==> src/rtl/multicycle_ctrl_if.sv <==
// Control bundle between the multicycle controller and its datapath/memory.
interface multicycle_ctrl_if;
    logic [6:0] opcode;
    logic       mem_ready;
    logic       PCWrite;
    logic       IRWrite;
    logic       MemRead;
    logic       MemWrite;
    logic       RegWrite;
    logic       AdrSrc;
    logic       Branch;
    logic       Csr;
    logic [1:0] ALUSrc_A;
    logic [1:0] ALUSrc_B;
    logic [1:0] ALUop;
    logic [1:0] ResultSrc;
    logic [2:0] ImmSrc;
    logic       fault;
    logic [3:0] state;

    modport master (
        input  opcode, mem_ready,
        output PCWrite, IRWrite, MemRead, MemWrite, RegWrite, AdrSrc, Branch, Csr,
        output ALUSrc_A, ALUSrc_B, ALUop, ResultSrc, ImmSrc, fault, state
    );

    modport slave (
        output opcode, mem_ready,
        input  PCWrite, IRWrite, MemRead, MemWrite, RegWrite, AdrSrc, Branch, Csr,
        input  ALUSrc_A, ALUSrc_B, ALUop, ResultSrc, ImmSrc, fault, state
    );
endinterface

==> src/rtl/multicycle_ctrl.sv <==
// Multicycle RV32 control FSM: one state per cycle, memory states stall on mem_ready.
// Bounded memory waits trip a sticky fault; only reset leaves FAULT.
module multicycle_ctrl #(
    parameter int TIMEOUT = 16
) (
    input  logic              clk,
    input  logic              reset,
    multicycle_ctrl_if.master bus
);
    localparam int CW = $clog2(TIMEOUT + 1);

    typedef enum logic [3:0] {
        FETCH  = 4'd0,  DECODE = 4'd1,  MEMADR = 4'd2,  MEMRD  = 4'd3,
        MEMWB  = 4'd4,  MEMWR  = 4'd5,  EXEC_R = 4'd6,  EXEC_I = 4'd7,
        ALUWB  = 4'd8,  BRANCH = 4'd9,  JAL    = 4'd10, JALR   = 4'd11,
        UPPER  = 4'd12, CSR    = 4'd13, FAULT  = 4'd15
    } state_t;

    state_t        state_q, state_d;
    logic [CW-1:0] wait_q;
    logic          sub_q;     // opcode[5] from DECODE: sw vs lw, lui vs auipc
    logic          fault_q;
    logic          wait_state, timed_out;

    assign wait_state = state_q inside {FETCH, MEMRD, MEMWR};
    assign timed_out  = wait_state && !bus.mem_ready && (wait_q == CW'(TIMEOUT - 1));

    always_ff @(posedge clk or posedge reset) begin
        if (reset) begin
            state_q <= FETCH;
            wait_q  <= '0;
            sub_q   <= 1'b0;
            fault_q <= 1'b0;
        end else begin
            state_q <= state_d;
            if (state_d != state_q)
                wait_q <= '0;
            else if (wait_state && !bus.mem_ready)
                wait_q <= wait_q + 1'b1;
            if (state_q == DECODE)
                sub_q <= bus.opcode[5];
            if (state_d == FAULT)
                fault_q <= 1'b1;
        end
    end

    always_comb begin
        state_d       = state_q;
        bus.PCWrite   = 1'b0;
        bus.IRWrite   = 1'b0;
        bus.MemRead   = 1'b0;
        bus.MemWrite  = 1'b0;
        bus.RegWrite  = 1'b0;
        bus.AdrSrc    = 1'b0;
        bus.Branch    = 1'b0;
        bus.Csr       = 1'b0;
        bus.ALUSrc_A  = 2'b00;
        bus.ALUSrc_B  = 2'b00;
        bus.ALUop     = 2'b00;
        bus.ResultSrc = 2'b00;
        bus.ImmSrc    = 3'b000;
        case (state_q)
            FETCH: begin
                bus.MemRead   = 1'b1;
                bus.ALUSrc_B  = 2'b10;
                bus.ResultSrc = 2'b10;
                bus.IRWrite   = bus.mem_ready;
                bus.PCWrite   = bus.mem_ready;
                if (bus.mem_ready)  state_d = DECODE;
                else if (timed_out) state_d = FAULT;
            end
            DECODE: begin
                bus.ALUSrc_A = 2'b01;
                bus.ALUSrc_B = 2'b01;
                case (bus.opcode)
                    7'b0000011: state_d = MEMADR;
                    7'b0100011: begin state_d = MEMADR; bus.ImmSrc = 3'b001; end
                    7'b0110011: state_d = EXEC_R;
                    7'b0010011: state_d = EXEC_I;
                    7'b1100011: begin state_d = BRANCH; bus.ImmSrc = 3'b010; end
                    7'b1101111: begin state_d = JAL;    bus.ImmSrc = 3'b011; end
                    7'b1100111: state_d = JALR;
                    7'b0110111,
                    7'b0010111: begin state_d = UPPER;  bus.ImmSrc = 3'b100; end
                    7'b1110011: state_d = CSR;
                    default:    state_d = FAULT;
                endcase
            end
            MEMADR: begin
                bus.ALUSrc_A = 2'b10;
                bus.ALUSrc_B = 2'b01;
                state_d      = sub_q ? MEMWR : MEMRD;
            end
            MEMRD: begin
                bus.MemRead = 1'b1;
                bus.AdrSrc  = 1'b1;
                if (bus.mem_ready)  state_d = MEMWB;
                else if (timed_out) state_d = FAULT;
            end
            MEMWB: begin
                bus.RegWrite  = 1'b1;
                bus.ResultSrc = 2'b01;
                state_d       = FETCH;
            end
            MEMWR: begin
                bus.MemWrite = 1'b1;
                bus.AdrSrc   = 1'b1;
                if (bus.mem_ready)  state_d = FETCH;
                else if (timed_out) state_d = FAULT;
            end
            EXEC_R: begin
                bus.ALUSrc_A = 2'b10;
                bus.ALUop    = 2'b10;
                state_d      = ALUWB;
            end
            EXEC_I: begin
                bus.ALUSrc_A = 2'b10;
                bus.ALUSrc_B = 2'b01;
                bus.ALUop    = 2'b10;
                state_d      = ALUWB;
            end
            ALUWB: begin
                bus.RegWrite = 1'b1;
                state_d      = FETCH;
            end
            BRANCH: begin
                bus.Branch   = 1'b1;
                bus.ALUSrc_A = 2'b10;
                bus.ALUop    = 2'b01;
                state_d      = FETCH;
            end
            JAL: begin
                bus.RegWrite = 1'b1;
                bus.PCWrite  = 1'b1;
                state_d      = FETCH;
            end
            JALR: begin
                bus.RegWrite = 1'b1;
                bus.PCWrite  = 1'b1;
                bus.ALUSrc_A = 2'b10;
                bus.ALUSrc_B = 2'b01;
                state_d      = FETCH;
            end
            UPPER: begin
                bus.ALUSrc_A = sub_q ? 2'b11 : 2'b01;
                bus.ALUSrc_B = 2'b01;
                state_d      = ALUWB;
            end
            CSR: begin
                bus.Csr       = 1'b1;
                bus.RegWrite  = 1'b1;
                bus.ResultSrc = 2'b11;
                state_d       = FETCH;
            end
            FAULT:   state_d = FAULT;
            default: state_d = FAULT;
        endcase
    end

    assign bus.fault = fault_q;
    assign bus.state = state_q;
endmodule

==> src/flat_wrapper.sv <==
// flat-port wrapper written by rule: the top's interface ports become plain ports
module multicycle_ctrl_flat 
#(
    parameter int TIMEOUT = 16
)
  (clk, reset, bus_opcode, bus_mem_ready, bus_PCWrite, bus_IRWrite, bus_MemRead, bus_MemWrite, bus_RegWrite, bus_AdrSrc, bus_Branch, bus_Csr, bus_ALUSrc_A, bus_ALUSrc_B, bus_ALUop, bus_ResultSrc, bus_ImmSrc, bus_fault, bus_state);
  multicycle_ctrl_if bus_i ();
  input  logic clk;
  input  logic reset;
  input wire logic [$bits(bus_i.opcode)-1:0] bus_opcode;
  input wire logic [$bits(bus_i.mem_ready)-1:0] bus_mem_ready;
  output wire logic [$bits(bus_i.PCWrite)-1:0] bus_PCWrite;
  output wire logic [$bits(bus_i.IRWrite)-1:0] bus_IRWrite;
  output wire logic [$bits(bus_i.MemRead)-1:0] bus_MemRead;
  output wire logic [$bits(bus_i.MemWrite)-1:0] bus_MemWrite;
  output wire logic [$bits(bus_i.RegWrite)-1:0] bus_RegWrite;
  output wire logic [$bits(bus_i.AdrSrc)-1:0] bus_AdrSrc;
  output wire logic [$bits(bus_i.Branch)-1:0] bus_Branch;
  output wire logic [$bits(bus_i.Csr)-1:0] bus_Csr;
  output wire logic [$bits(bus_i.ALUSrc_A)-1:0] bus_ALUSrc_A;
  output wire logic [$bits(bus_i.ALUSrc_B)-1:0] bus_ALUSrc_B;
  output wire logic [$bits(bus_i.ALUop)-1:0] bus_ALUop;
  output wire logic [$bits(bus_i.ResultSrc)-1:0] bus_ResultSrc;
  output wire logic [$bits(bus_i.ImmSrc)-1:0] bus_ImmSrc;
  output wire logic [$bits(bus_i.fault)-1:0] bus_fault;
  output wire logic [$bits(bus_i.state)-1:0] bus_state;
  assign bus_i.opcode = bus_opcode;
  assign bus_i.mem_ready = bus_mem_ready;
  assign bus_PCWrite = bus_i.PCWrite;
  assign bus_IRWrite = bus_i.IRWrite;
  assign bus_MemRead = bus_i.MemRead;
  assign bus_MemWrite = bus_i.MemWrite;
  assign bus_RegWrite = bus_i.RegWrite;
  assign bus_AdrSrc = bus_i.AdrSrc;
  assign bus_Branch = bus_i.Branch;
  assign bus_Csr = bus_i.Csr;
  assign bus_ALUSrc_A = bus_i.ALUSrc_A;
  assign bus_ALUSrc_B = bus_i.ALUSrc_B;
  assign bus_ALUop = bus_i.ALUop;
  assign bus_ResultSrc = bus_i.ResultSrc;
  assign bus_ImmSrc = bus_i.ImmSrc;
  assign bus_fault = bus_i.fault;
  assign bus_state = bus_i.state;
  multicycle_ctrl #(.TIMEOUT(TIMEOUT)) u_core (.clk(clk), .reset(reset), .bus(bus_i));
endmodule
==> config.mk <==
export PLATFORM = sky130hd
export DESIGN_NAME = multicycle_ctrl_flat
export DESIGN_NICKNAME = d
export VERILOG_FILES = /design/src/rtl/multicycle_ctrl_if.sv /design/src/rtl/multicycle_ctrl.sv /design/src/flat_wrapper.sv
export SDC_FILE = /design/constraint.sdc
export NUM_CORES = 1
export LEC_CHECK = 0
export ABC_AREA = 1
export BUFFER_PORTS_ARGS = -buffer_cell sky130_fd_sc_hd__buf_4
export CORE_MARGIN = 3
export CORE_UTILIZATION = 53
export CTS_CLUSTER_DIAMETER = 120
export DETAILED_ROUTE_END_ITERATION = 7
export PLACE_DENSITY = 0.83
export SLEW_MARGIN = 20
export SYNTH_ARGS = -nofsm -noshare
export SYNTH_HDL_FRONTEND = slang
export SYNTH_SLANG_ARGS = --single-unit
==> constraint.sdc <==
create_clock -name clk -period 3.5 [get_ports clk]
set_input_delay 0.525 -clock clk [delete_from_list [all_inputs] [get_ports clk]]
set_output_delay 0.525 -clock clk [all_outputs]
set_load 0.01 [all_outputs]
==> results.md, run 1 <==
Setup path:
- The kind of start point of the critical path is a register.
- The worst setup path category is register to output pin.
- In this run the register-to-register setup slack is 1.55 ns.
- The critical path goes through inv_1, nor2_4, inv_2, nor2_2, inv_1, a21oi_1, buf_4.
- The worst path arrival time is 1.71 ns.
- The startpoint identified for the worst register-to-register timing path is u_core.wait_q[0].
- The number of cells on the worst reg-to-reg path is 12.
- The endpoint of the most critical register-to-register path is u_core.wait_q[4].
- The element type at the critical path end is an output pin.
- The cell with the largest stage delay on the worst path is sky130_fd_sc_hd__dfrtp_1.
- Data on the critical path is required at its endpoint by 2.97 ns.
- Of all nets on the critical path, the largest fanout is 8.
- The family with the most delay on the worst path is buffers and inverters.
- The biggest cell delay along the critical path is 0.45 ns.
- Together, buffers and inverters on the worst path number 4.
- The most used cell along the critical path is sky130_fd_sc_hd__inv_1.

Clock network:
- In this run the number of H-tree levels came out at 1.
- The clock tree from TritonCTS is yes.
- The post-cts sizing count is 0.
- The clock-pin transition on the worst setup and hold timing paths is 0.07 ns.
- The number of buffers inserted during clock tree synthesis is 3.
- The clock drives 11 sinks.
- The quantity of hold-fixing buffers added after cts is 0.
- Clock latency on the worst-skew pair, taken at its later pin, is roughly 0.26 ns.
- The clock passes through at most 2 buffers.
- The clock root buffer master is sky130_fd_sc_hd__clkbuf_4.
- The number of setup buffers added after CTS is 0.

Timing:
- Setup repair after global routing left no endpoint under its margin.
- The number of pins with negative max-slew slack in the final report is 0.
- The post-layout worst setup margin is 1.26 ns.
- The maximum achievable frequency is 0.447 GHz.
- The post-layout minimum cycle time is ~2.2 ns.
- The setup TNS is 0 ns.
- The worst slew margin relative to its limit is 73.9%.
- After layout, the worst path uses 64.0% of the clock period.
- Across the routed clock network, the largest skew measured is 0.00155 ns.
- The number of failing hold endpoints at the final stage is 0.
- The final-layout worst hold slack is ~0.24 ns.
- Setup violations remaining at the end of the flow were counted as 0.
- The measured slew at the worst slew-check pin is 0.391 ns.

Detailed routing:
- The highest metal layer with signal wires is met4.
- The number of vias in the routed layout is 1164.
- After the first detailed-routing iteration, the DRC count stood at 53.
- The average vias per placed instance is approximately 5.
- For this run, design rule violations remaining after detail routing come to 0.
- The first detailed-routing pass took 4 iterations.
- After detailed routing, the total wire length is 2.67 mm.
- The total length of routed met2 wires is roughly 1.3 mm.
- Summed over all nets, wire length on met3 after detailed routing comes to 170 µm.
- The routed length on met1 is 1.18 mm.
- The final antenna-violating net count is 0.
- After detailed routing, the average wire length per cell comes to 11.5 µm.

Die:
- From bottom edge to top edge, the die measures approximately 50 µm.
- The total die area is about 2500 µm².
- The die extent in x is 49.9 µm.
- The starting density of the core is 57.4%.
- The core footprint is 1780 µm².
- The initialized floorplan defines 15 standard-cell rows.
- The number of top-level design ports is 34.

Place:
- The placer congestion estimate is 0.914.
- In this run the tool buffered the top-level ports with 33 buffer cells.
- The worst setup slack before clock tree synthesis is 1.56 ns.
- The total half-perimeter wirelength after legalization and detailed placement is 2.29 mm.

Yosys:
- Synthesis produced a netlist with a net count of around 180.
- The flip-flop cell with the highest count after synthesis is sky130_fd_sc_hd__dfrtp_1.
- The number of synthesized flops with an enable pin is 0.
- The unique cell type count in the Yosys netlist is 24.
- The count of mapped cells out of synthesis is 172.
- The yosys synthesis warning count is 0.
- The flip-flop and latch count after synthesis is 11.
- The sequential fraction of the synthesis area is 26.9%.
- The average cell area after synthesis is 5.95 µm².
- The cell area after technology mapping is between 1000 and 1500 µm².
- In the synthesized netlist the async set-or-reset flop fraction comes to 100%.

Global routing:
- The first global-routing pass estimated 4.48 mm of wire.
- The via count of the first global-routing pass is 1079.
- In the global route stage, overall resource usage came out at approximately 23%.
- Entering global routing, the biggest net connects 12 pins.
- The number of antenna violations at the first check in global routing was 0.
- After global routing the overflow that remains totals 0.

Final layout:
- The share of layout cells above drive strength 1 is between 20% and 30%.
- 0 antenna diodes ended up in the layout.
- The library cells used most frequently in the layout, excluding fill and tap cells, are sky130_fd_sc_hd__nand2_1, sky130_fd_sc_hd__buf_4, sky130_fd_sc_hd__inv_1.
- The layout has 156 filler cells.
- For this run, the post-layout net count is 221.
- The most common cell after layout, fill and taps aside is sky130_fd_sc_hd__nand2_1.
- The growth of design area from synthesis to finish is 29.2%.
- Once layout is complete, the utilization of the core stands at 74.2%.

Job:
- The max capacitance violation total is 0.

Worst hold path:
- The kind of path behind the tightest hold check is input pin to asynchronous set/reset pin.

Power and ir drop:
- The overall power consumption is 0.234 mW.
- The analysis attributes to cell leakage a power of 0.802 nW.
- VDD sags by at most 0.000197 V.
- The power density of the placed cells is 177 nW/µm².

Status:
- The run finished with clean final reports.
## final cells by class
| cell class | instances | area [µm²] | share of cell area [%] |
|---|---|---|---|
| Clock buffer | 3 | 22.5 | 1.70 |
| Clock inverter | 1 | 5.00 | 0.378 |
| Inverter | 34 | 128 | 9.65 |
| Multi-Input combinational cell | 126 | 613 | 46.4 |
| Sequential cell | 11 | 275 | 20.8 |
| Tap cell | 25 | 31.3 | 2.37 |
| Timing Repair Buffer | 33 | 248 | 18.7 |
## layer usage
| layer | GRT usage [%] | vias up |
|---|---|---|
| met4 | 7.37 | 0 |
| met5 | 0 | - |
| li1 | - | 603 |
| met2 | 39.4 | 44 |
| met1 | 30.1 | 513 |
| met3 | 2.42 | 4 |
## worst register-to-register path: cells and delay by family, from the launching register on
family,cells,cell delay (ns)
flip-flops,1,0.41
AO/OA/AOI/OAI,1,0.07
AND/OR/NAND/NOR,8,0.90
buffers and inverters,1,0.07
adder cells (fa/ha/maj),2,0.44
## Yosys cell counts (all sizes together), types with 2 or more instances
cell type | instances | area, µm²
nor3 | 5 | 25.0
nand4 | 5 | 31.3
dfrtp | 11 | 275
ha | 2 | 25.0
nand2 | 52 | 215
inv | 33 | 124
nor2 | 32 | 135
xor2 | 3 | 26.3
nand3 | 8 | 52.6
o21ai | 8 | 40.0
a21oi | 7 | 35.0
## where the power goes
part	internal [mW]	switching, mW
Clock	0.0422	0.0414
Combinational	0.00986	0.0133
Sequential	0.127	0
## through the flow
stage               instances  instance area, µm²
floorplan                 172                1020
global placement          229                1290
detailed placement        229                1290
CTS                       233                1320
global route              233                1320
finish                    233                1320
## worst max-delay path by stage
stage | to | startpoint | depth (start not counted) | slack (ns)
after floorplan | bus_ImmSrc[0] | u_core.bus.state[0] | 6 | 1.69
after global placement | u_core.wait_q[2] | u_core.wait_q[0] | 12 | 1.65
after detailed placement | bus_ImmSrc[0] | u_core.bus.state[0] | 7 | 1.56
after CTS | bus_ImmSrc[0] | u_core.bus.state[0] | 7 | 1.27
after global routing | bus_ImmSrc[0] | u_core.bus.state[0] | 7 | 1.10
final | bus_ImmSrc[1] | u_core.bus.state[0] | 7 | 1.26
## cell families after synthesis
family / Yosys count / share of synthesized area [%]
AO/OA/AOI/OAI: 17 / 8.68
XOR/XNOR: 3 / 2.57
adder cells (fa/ha/maj): 2 / 2.44
buffers and inverters: 35 / 13.2
flip-flops: 11 / 26.9
AND/OR/NAND/NOR: 104 / 46.2
## registers in the layout (all words and copies together), names as in the netlist
register          cells
u_core.bus.state      4
u_core.sub_q          1
u_core.wait_q         5
u_core.bus.fault      1
(Power assumes the default switching activity.)
==> run 2: changes to the inputs <==
--- a/config.mk
+++ b/config.mk
@@ -8,10 +8,10 @@
 export ABC_AREA = 1
 export BUFFER_PORTS_ARGS = -buffer_cell sky130_fd_sc_hd__buf_4
 export CORE_MARGIN = 3
-export CORE_UTILIZATION = 53
+export CORE_UTILIZATION = 45
 export CTS_CLUSTER_DIAMETER = 120
 export DETAILED_ROUTE_END_ITERATION = 7
-export PLACE_DENSITY = 0.83
+export PLACE_DENSITY = 0.75
 export SLEW_MARGIN = 20
 export SYNTH_ARGS = -nofsm -noshare
 export SYNTH_HDL_FRONTEND = slang
==> constraint.sdc (replaced) <==
create_clock -name clk -period 1.8 [get_ports clk]
set_input_delay 0.27 -clock clk [delete_from_list [all_inputs] [get_ports clk]]
set_output_delay 0.27 -clock clk [all_outputs]
set_load 0.01 [all_outputs]
==> run 2 against run 1 <==
  * The flow now finishes with violations (negative setup slack)
  * Total power grew 92%
  * Register-to-register slack lost 1.5 ns
  * Core utilization grew 2.1 points
  * Critical path depth shrank 1
  * Cell count grew 8.6%
  * First-iteration DRC count shrank 15%
  * Die area grew 16%
  * Sequential share of layout area shrank 3.0 points
  * Setup slack lost 1.3 ns
  * Sequential power grew 94%
  * Global-route usage shrank 1.3 points
  * Combinational power grew 100%
  * Critical endpoint is now bus_PCWrite
==> results.md, run 2 (same netlist as run 1, synthesis figures left out) <==
Final layout:
- The growth of design area from synthesis to finish is 53.7%.
- The antenna diode count is 0 (unchanged).
- The number of flip-flops under the largest register name is 5 (unchanged).
- The share of layout cells above drive strength 1 came to 42.9% (+18 points).
- Counting flops per register, the top entry is u_core.wait_q.
- The final layout net count is 239 (+8.1%).
- The library cell used most frequently in the layout, excluding fill and tap cells, is sky130_fd_sc_hd__buf_4.
- The top cell types in the final layout, fill and taps aside, are sky130_fd_sc_hd__buf_4, sky130_fd_sc_hd__nand2_1, sky130_fd_sc_hd__inv_1.
- The core utilization of the finished layout is 76.3% (+2.1 points).

Detailed routing:
- The final routed DRC violation total is 0 (unchanged).
- The final antenna-violating net count is 0 (unchanged).
- The wire length after detailed routing was 3.20 mm (+20%).
- In this run the top signal layer used is met4.
- The routed length per instance came to 12.6 µm (+10%).
- The total length of routed met2 wires came to 1.58 mm (+22%).
- The number of vias in the routed layout is 1264 (+8.6%).
- The routed length on met1 is 1.38 mm (+16%).
- The number of detailed-routing iterations run before antenna repair was 4 (unchanged).
- The average vias per placed instance was 5.00 (about the same).
- The length of routed met3 wiring was 188 µm (+11%).
- The iteration-0 DRC count of the detailed router is 45 (-15%).

Status:
- The checks that failed: negative setup slack.
- The run finished, with violations left.

Setup path:
- The kind of start point of the critical path is a register.
- The worst-case reg-to-reg path depth is 13 (+1).
- The endpoint of the most critical register-to-register path is u_core.wait_q[3].
- The most used cell along the critical path is sky130_fd_sc_hd__buf_4.
- The internal reg-to-reg setup slack is 0.03 ns (-1.52 ns).
- The biggest cell delay along the critical path came to 0.45 ns (about the same).
- The worst path arrival time was 1.57 ns (-0.14 ns).
- The element type at the critical path end is an output pin.
- The startpoint identified for the worst register-to-register timing path is u_core.wait_q[0].
- The worst setup path category is register to output pin.
- The cell with the largest stage delay on the worst path is sky130_fd_sc_hd__dfrtp_2.
- The maximum fanout along the worst path is 5 (-3).
- The critical path goes through buf_4, nor2_2, nand2_2, buf_4, o22ai_1, buf_4.
- The data required time at the worst endpoint is 1.53 ns (-1.44 ns).
- The end of the critical path is bus_PCWrite.
- The most critical setup path has its startpoint at u_core.bus.state[0].

Timing:
- The number of failing setup endpoints in the final timing report is 1 (+1).
- The worst slew margin relative to its limit was 74.3% (+0.47 points).
- The number of failing hold endpoints at the final stage came to 0 (unchanged).
- The number of pins with negative max-slew slack in the final report is 0 (unchanged).
- The fraction of the cycle the final worst path needs is 102%.
- Setup repair after global routing could not meet its margin everywhere.
- The post-layout worst setup margin is -0.0446 ns (-1.31 ns).
- The maximum achievable frequency is 0.542 GHz.
- The setup TNS was -0.0446 ns (-0.0446 ns).
- The final-layout worst hold slack came to 0.267 ns (+0.0256 ns).
- The worst clock skew on the final layout is 0.00490 ns (+0.00335 ns).
- The measured slew at the worst slew-check pin is 0.384 ns (-0.00699 ns).
- For the finished layout, the period the worst path requires is 1.84 ns.

Die:
- The floorplan row count is 16 (+1).
- The total die area is 2880 µm² (+16%).
- The number of top-level design ports is 34 (unchanged).
- The vertical die dimension came to 53.7 µm (+7.5%).
- The die extent in x is 53.7 µm (+7.5%).
- The starting density of the core is 49.6% (-7.8 points).
- The core footprint came to 2060 µm² (+16%).

Place:
- The count of buffers from port buffering is 33 (unchanged).
- The total half-perimeter wirelength after legalization and detailed placement was 2.25 mm (-1.5%).
- The placer congestion estimate is 0.880 (-3.8%).

Clock network:
- The number of buffers inserted during clock tree synthesis is 3 (unchanged).
- The deepest level of the CTS H-tree was 1 (unchanged).
- The buffer depth of the longest clock path is 2 (unchanged).
- The clock-pin transition on the worst setup and hold timing paths is 0.06 ns (about the same).
- The clock tree from TritonCTS is yes.
- The worst-skew pair later-pin latency was 0.26 ns (about the same).
- The number of sinks handled by clock tree synthesis was 11 (unchanged).
- The clock root buffer master is sky130_fd_sc_hd__clkbuf_4.

Global routing:
- The global-route wire length before repair is 4.63 mm (+3.4%).
- The via count of the first global-routing pass is 1090 (+1.0%).
- The largest net degree at the start of global routing is 12 (unchanged).
- The number of antenna violations at the first check in global routing came to 0 (unchanged).
- The total congestion overflow came to 0 (unchanged).
- The global-route total usage across every layer was 21.7% (-1.3 points).

Job:
- The max capacitance violation total was 0 (unchanged).

Power and ir drop:
- The highest ir drop seen on vdd is 0.000391 V (+99%).
- The power share of the sequential group is 55.0% (+0.7 points).
- The switching part of the total power is 21.4% (-2.0 points).
- The power density of the placed cells is 286 nW/µm² (+62%).
- The cell-internal power is 0.353 mW (+97%).
- The combinational share of power came to 10.6% (+0.7 points).
- The leakage power of the design came to 0.882 nW (+9.9%).
- The power spent charging and discharging nets is 0.0964 mW (+76%).
- The clock network fraction of total power came to 34.5% (-1.3 points).
- The overall power consumption is 0.450 mW (+92%).

Worst hold path:
- The kind of path behind the tightest hold check is input pin to register.
## run 2: cell count changes in the layout (fill, tap and decap cells not counted), moves of 4 or more
cell	change
sky130_fd_sc_hd__dfrtp_2	+4
sky130_fd_sc_hd__nand2_2	+4
sky130_fd_sc_hd__nor2_2	+6
sky130_fd_sc_hd__buf_4	+17
sky130_fd_sc_hd__dfrtp_1	-4
sky130_fd_sc_hd__nand2_1	-4
sky130_fd_sc_hd__nor2_1	-9
## run 2: worst min-delay path by stage
stage / from / cells past startpoint / end / slack [ns]
2_1_floorplan: reset / 1 / u_core.bus.fault / 0.12
3_3_place_gp: reset / 2 / u_core.bus.fault / 0.27
3_5_place_dp: reset / 2 / u_core.bus.state[1] / 0.28
4_1_cts: bus_opcode[5] / 3 / u_core.sub_q / 0.27
5_1_grt: bus_opcode[5] / 3 / u_core.sub_q / 0.27
6_report: bus_opcode[5] / 3 / u_core.sub_q / 0.27
## run 2: routing by layer
layer  vias up  global-route usage [%]
li1        643                       -
met1       563                    27.6
met2        51                    37.3
met3         7                    1.94
met4         0                    8.94
met5         -                       0
## run 2: critical path: cells and delay by family (launching register included)
family | cells | cell delay (ns)
compound gates | 1 | 0.14
buf+inv | 3 | 0.48
flops | 1 | 0.45
simple gates | 2 | 0.24
## run 2: power by group through the flow
stage | Sequential, mW | Combinational, mW | Clock, mW
floorplan | 0.252 | 0.0222 | 0
global placement | 0.252 | 0.0435 | 0
detailed placement | 0.252 | 0.0451 | 0
CTS | 0.247 | 0.0470 | 0.160
global route | 0.247 | 0.0541 | 0.175
finish | 0.247 | 0.0474 | 0.155
## run 2: timing repair
item / 4_1_cts / 5_1_grt
endpoints found under the hold margin: 2 / 0
hold buffers: 1 / 0
gates resized for setup: 9 / 26
gates cloned: 0 / 0
buffers inserted: 4 / 11
pin swaps: 2 / 17
endpoints found under the setup margin: 12 / 16
## run 2: layout make-up
class                           instances  area (µm²)
Clock buffer                            4        26.3
Inverter                               34         130
Sequential cell                        11         280
Multi-Input combinational cell        126         717
Tap cell                               27        33.8
Fill cell                             161         489
Timing Repair Buffer                   51         385
## run 2: through the flow
step / std cells / instance area (µm²) / setup slack, ns
detailed placement: 233 / 1310 / -0.0535
global route: 253 / 1570 / -0.0815
CTS: 242 / 1400 / 0.000416
floorplan: 172 / 1020 / 0.121
global placement: 233 / 1310 / 0.0472
finish: 253 / 1570 / -0.0446
==> run 3: changes to the inputs <==
--- a/config.mk
+++ b/config.mk
@@ -5,13 +5,13 @@
 export SDC_FILE = /design/constraint.sdc
 export NUM_CORES = 1
 export LEC_CHECK = 0
-export ABC_AREA = 1
 export BUFFER_PORTS_ARGS = -buffer_cell sky130_fd_sc_hd__buf_4
+export CORE_ASPECT_RATIO = 2
 export CORE_MARGIN = 3
-export CORE_UTILIZATION = 45
+export CORE_UTILIZATION = 47
 export CTS_CLUSTER_DIAMETER = 120
 export DETAILED_ROUTE_END_ITERATION = 7
-export PLACE_DENSITY = 0.75
+export PLACE_DENSITY = 0.76
 export SLEW_MARGIN = 20
 export SYNTH_ARGS = -nofsm -noshare
 export SYNTH_HDL_FRONTEND = slang
==> constraint.sdc (replaced) <==
create_clock -name clk -period 1.8 [get_ports clk]
set_input_delay 0.36 -clock clk [delete_from_list [all_inputs] [get_ports clk]]
set_output_delay 0.36 -clock clk [all_outputs]
set_load 0.01 [all_outputs]
==> run 3 against run 2 <==
  * The run still ends with negative setup slack left
  * Sequential power rose by 70%
  * Routed wire length grew 72%
  * Synthesized cell count down 13%
  * Worst hold slack worse by 0.15 ns
  * Setup slack worse by 0.18 ns
  * Core utilization grew 13 points
  * Synthesized area increased by 23%
  * Cell area up 38%
  * Global-route usage grew 6.3 points
  * Combinational power grew to 61 times the previous value
  * Critical endpoint is now bus_ALUSrc_B[0]
  * Largest cell class unchanged
==> results.md, run 3 <==
Final layout:
- The total of fill cells in the finished design is 117 (-27%).
- The combined area of the multi-input logic cells was 1120 µm² (+56%).
- The share of layout cells above drive strength 1 is 62.6% (+20 points).
- The core utilization of the finished layout is 89.0% (+13 points).
- The total area of sequential cells is 279 µm² (-0.45%).
- The growth of design area from synthesis to finish is 72.9%.
- The number of flip-flops under the largest register name was 5 (unchanged).
- The library cells used most frequently in the layout, excluding fill and tap cells, are sky130_fd_sc_hd__buf_4, sky130_fd_sc_hd__buf_6, sky130_fd_sc_hd__nand2_1.
- The library cell used most frequently in the layout, excluding fill and tap cells, is sky130_fd_sc_hd__buf_4.
- The final layout net count is 235 (-1.7%).
- u_core.wait_q holds more flip-flops than any other register.
- The area of all placed cells without fillers is 2170 µm² (+38%).
- The antenna diode count is 0 (unchanged).

Setup path:
- The worst setup path is captured at an output pin.
- The worst path arrival time was 1.66 ns (+0.09 ns).
- The data required time at the worst endpoint was 1.44 ns (-0.09 ns).
- The maximum fanout along the worst path was 9 (+4).
- By instance count, the cell type seen most on the critical path is sky130_fd_sc_hd__buf_4.
- By startpoint and endpoint, the worst setup path is classified as register to output pin.
- The critical path goes through buf_6, buf_4, clkinvlp_4, nand2_1, a31oi_1, a21o_1, buf_4.
- The biggest cell delay along the critical path was 0.37 ns (-0.08 ns).
- The worst setup path is launched from a register.
- The cell with the largest stage delay on the worst path is sky130_fd_sc_hd__dfrtp_1.

Detailed routing:
- The number of vias in the routed layout is 1602 (+27%).
- The routed length per instance is 22.1 µm (+75%).
- The number of detailed-routing iterations run before antenna repair is 4 (unchanged).
- The wire length after detailed routing is 5.50 mm (+72%).
- The average vias per placed instance is 6.43 (+29%).
- The final routed DRC violation total is 0 (unchanged).
- The final antenna-violating net count is 0 (unchanged).
- The iteration-0 DRC count of the detailed router is 77 (+71%).

Place:
- The total half-perimeter wirelength after legalization and detailed placement is 3.17 mm (+41%).
- The area after detailed placement came to 1730 µm² (+32%).
- The placer congestion estimate is 0.939 (+6.7%).
- The worst setup slack before clock tree synthesis was -0.166 ns (-0.113 ns).
- The count of buffers from port buffering is 33 (unchanged).

Yosys:
- The cell area after technology mapping was 1260 µm² (+23%).
- The flip-flop and latch count after synthesis is 11 (unchanged).
- The number of synthesized flops with an enable pin is 0 (unchanged).
- The synthesized netlist net count is 162 (-12%).
- The count of mapped cells out of synthesis is 150 (-13%).
- In the synthesized netlist, the cells that appear most often are sky130_fd_sc_hd__nand2_1, sky130_fd_sc_hd__nor2_1, sky130_fd_sc_hd__dfrtp_1.
- After synthesis, the cell types taking the most area are sky130_fd_sc_hd__dfrtp_1, sky130_fd_sc_hd__nand2_1, sky130_fd_sc_hd__nor2_1.
- The sequential fraction of the synthesis area is 21.9% (-5.0 points).
- The most common cell in the netlist is sky130_fd_sc_hd__nand2_1.
- The yosys synthesis warning count is 0 (unchanged).
- The average cell area after synthesis is 8.37 µm² (+41%).
- The flip-flop cell with the highest count after synthesis is sky130_fd_sc_hd__dfrtp_1.
- The unique cell type count in the Yosys netlist was 62 (+160%).
- The share of the synthesized area in the top cell type came to 21.9% (-5.0 points).
- The share of flip-flops with an asynchronous set or reset after synthesis is 100% (unchanged).
- The synthesized design spends more area on one cell type than any other, namely sky130_fd_sc_hd__dfrtp_1.

Global routing:
- The total congestion overflow is 0 (unchanged).
- The largest net degree at the start of global routing is 14 (+2).
- The global-route wire length before repair is 7.35 mm (+59%).
- The via count of the first global-routing pass is 1625 (+49%).
- The number of antenna violations at the first check in global routing is 0 (unchanged).
- The global-route total usage across every layer is 28.0% (+6.3 points).

Timing:
- The measured slew at the worst slew-check pin is 0.478 ns (+0.0936 ns).
- The final-layout worst hold slack is 0.122 ns (-0.145 ns).
- The worst slew margin relative to its limit is 67.7% (-6.6 points).
- The worst clock skew on the final layout is 0.00287 ns (-0.00203 ns).
- Setup repair after global routing could not meet its margin everywhere.
- The post-layout minimum cycle time is 2.02 ns (+0.177 ns).
- The number of failing setup endpoints in the final timing report was 19 (+18).
- The number of pins with negative max-slew slack in the final report is 0 (unchanged).
- The post-layout worst setup margin came to -0.221 ns (-0.177 ns).
- The maximum achievable frequency is 0.495 GHz (-8.7%).
- The fraction of the cycle the final worst path needs is 112% (+9.8 points).
- The setup TNS is -2.23 ns (-2.19 ns).
- The number of failing hold endpoints at the final stage is 0 (unchanged).

Clock network:
- The quantity of hold-fixing buffers added after cts is 0 (-1).
- The number of sinks handled by clock tree synthesis was 11 (unchanged).
- The deepest level of the CTS H-tree came to 1 (unchanged).
- The worst-skew pair later-pin latency is 0.24 ns (-0.02 ns).
- The number of buffers inserted during clock tree synthesis came to 3 (unchanged).
- The clock tree from TritonCTS is yes.
- The clock-pin transition on the worst setup and hold timing paths is 0.05 ns (about the same).
- The buffer depth of the longest clock path is 2 (unchanged).
- The clock root buffer master is sky130_fd_sc_hd__clkbuf_8.

Status:
- The final reports fail on negative setup slack.
- The run finished, with violations left.

Worst hold path:
- The kind of path behind the tightest hold check is input pin to asynchronous set/reset pin.

Power and ir drop:
- The leakage power of the design was 0.958 nW (+8.6%).
- The highest ir drop seen on vdd is 0.00109 V (+180%).
- The power density of the placed cells is 1640 nW/µm² (+480%).

Die:
- The number of top-level design ports is 34 (unchanged).
- The floorplan row count is 25 (+9).
- The die extent in x is 42.6 µm (-21%).
- The vertical die dimension came to 79.1 µm (+47%).
- The starting density of the core is 51.5% (+1.9 points).
- The total die area is 3370 µm² (+17%).
- The core footprint is 2440 µm² (+18%).

Job:
- The max capacitance violation total came to 0 (unchanged).
run 3: layout make-up:
cell class	count	area share, %
well taps	27	1.56
flip-flops and latches	11	12.8
inverters	4	0.864
multi-input cells	122	51.5
clock buffers	4	2.07
repair buffers	81	31.2
run 3: where the power goes:
part	leakage (nW)	internal, mW	total [mW]	switching (mW)
combinational	0.795	1.47	2.91	1.44
sequential	0.140	0.324	0.421	0.0962
clock	0.0228	0.155	0.243	0.0882
total	0.958	1.95	3.57	1.62
run 3: critical path: cells and delay by family (launching register included):
kind / cells / cell delay [ns]
simple gates: 1 / 0.11
flops: 1 / 0.37
buf+inv: 4 / 0.64
compound gates: 2 / 0.29
run 3: worst paths after layout:
kind,start,to,slack [ns],cells after the start
setup / recovery,u_core.bus.state[2],bus_ALUSrc_B[0],-0.22,7
hold / removal,reset,u_core.bus.state[2],0.12,2
setup reg to reg,u_core.wait_q[0],u_core.wait_q[2],-0.16,9
hold reg to reg,u_core.bus.fault,u_core.bus.fault,0.51,1
max in group asynchronous,reset,u_core.bus.state[0],1.35,2
min in group clk,bus_opcode[5],u_core.sub_q,0.42,2
run 3: kinds of logic after synthesis:
kind of cell	count (synthesis)	synth area share (%)
AOI/OAI and AO/OA	32	20.0
xor gates and xnor gates	4	2.79
adders and majority gates	3	2.79
buffers and inverters	17	8.27
DFF	11	21.9
muxes	3	2.49
and+or+nand+nor	80	41.7
run 3: repair_timing:
item,CTS,global route
pin swaps,19,15
buffers inserted,13,13
endpoints found under the setup margin,24,24
hold endpoints to repair,0,0
gates resized for setup,27,30
run 3: metal layers:
layer	part of all wire, %	routed length [µm]	vias up	GRT usage [%]
li1	-	-	703	-
met1	33	1790	775	25.1
met2	57	3120	91	55.5
met3	4.7	258	33	2.49
met4	5.9	327	0	18.4
met5	0	0	-	0
run 3: through the flow:
step | instances | power, mW
finish | 249 | 3.57
global route | 249 | 3.75
CTS | 238 | 2.98
detailed placement | 222 | 2.41
global placement | 222 | 2.35
floorplan | 150 | 1.63
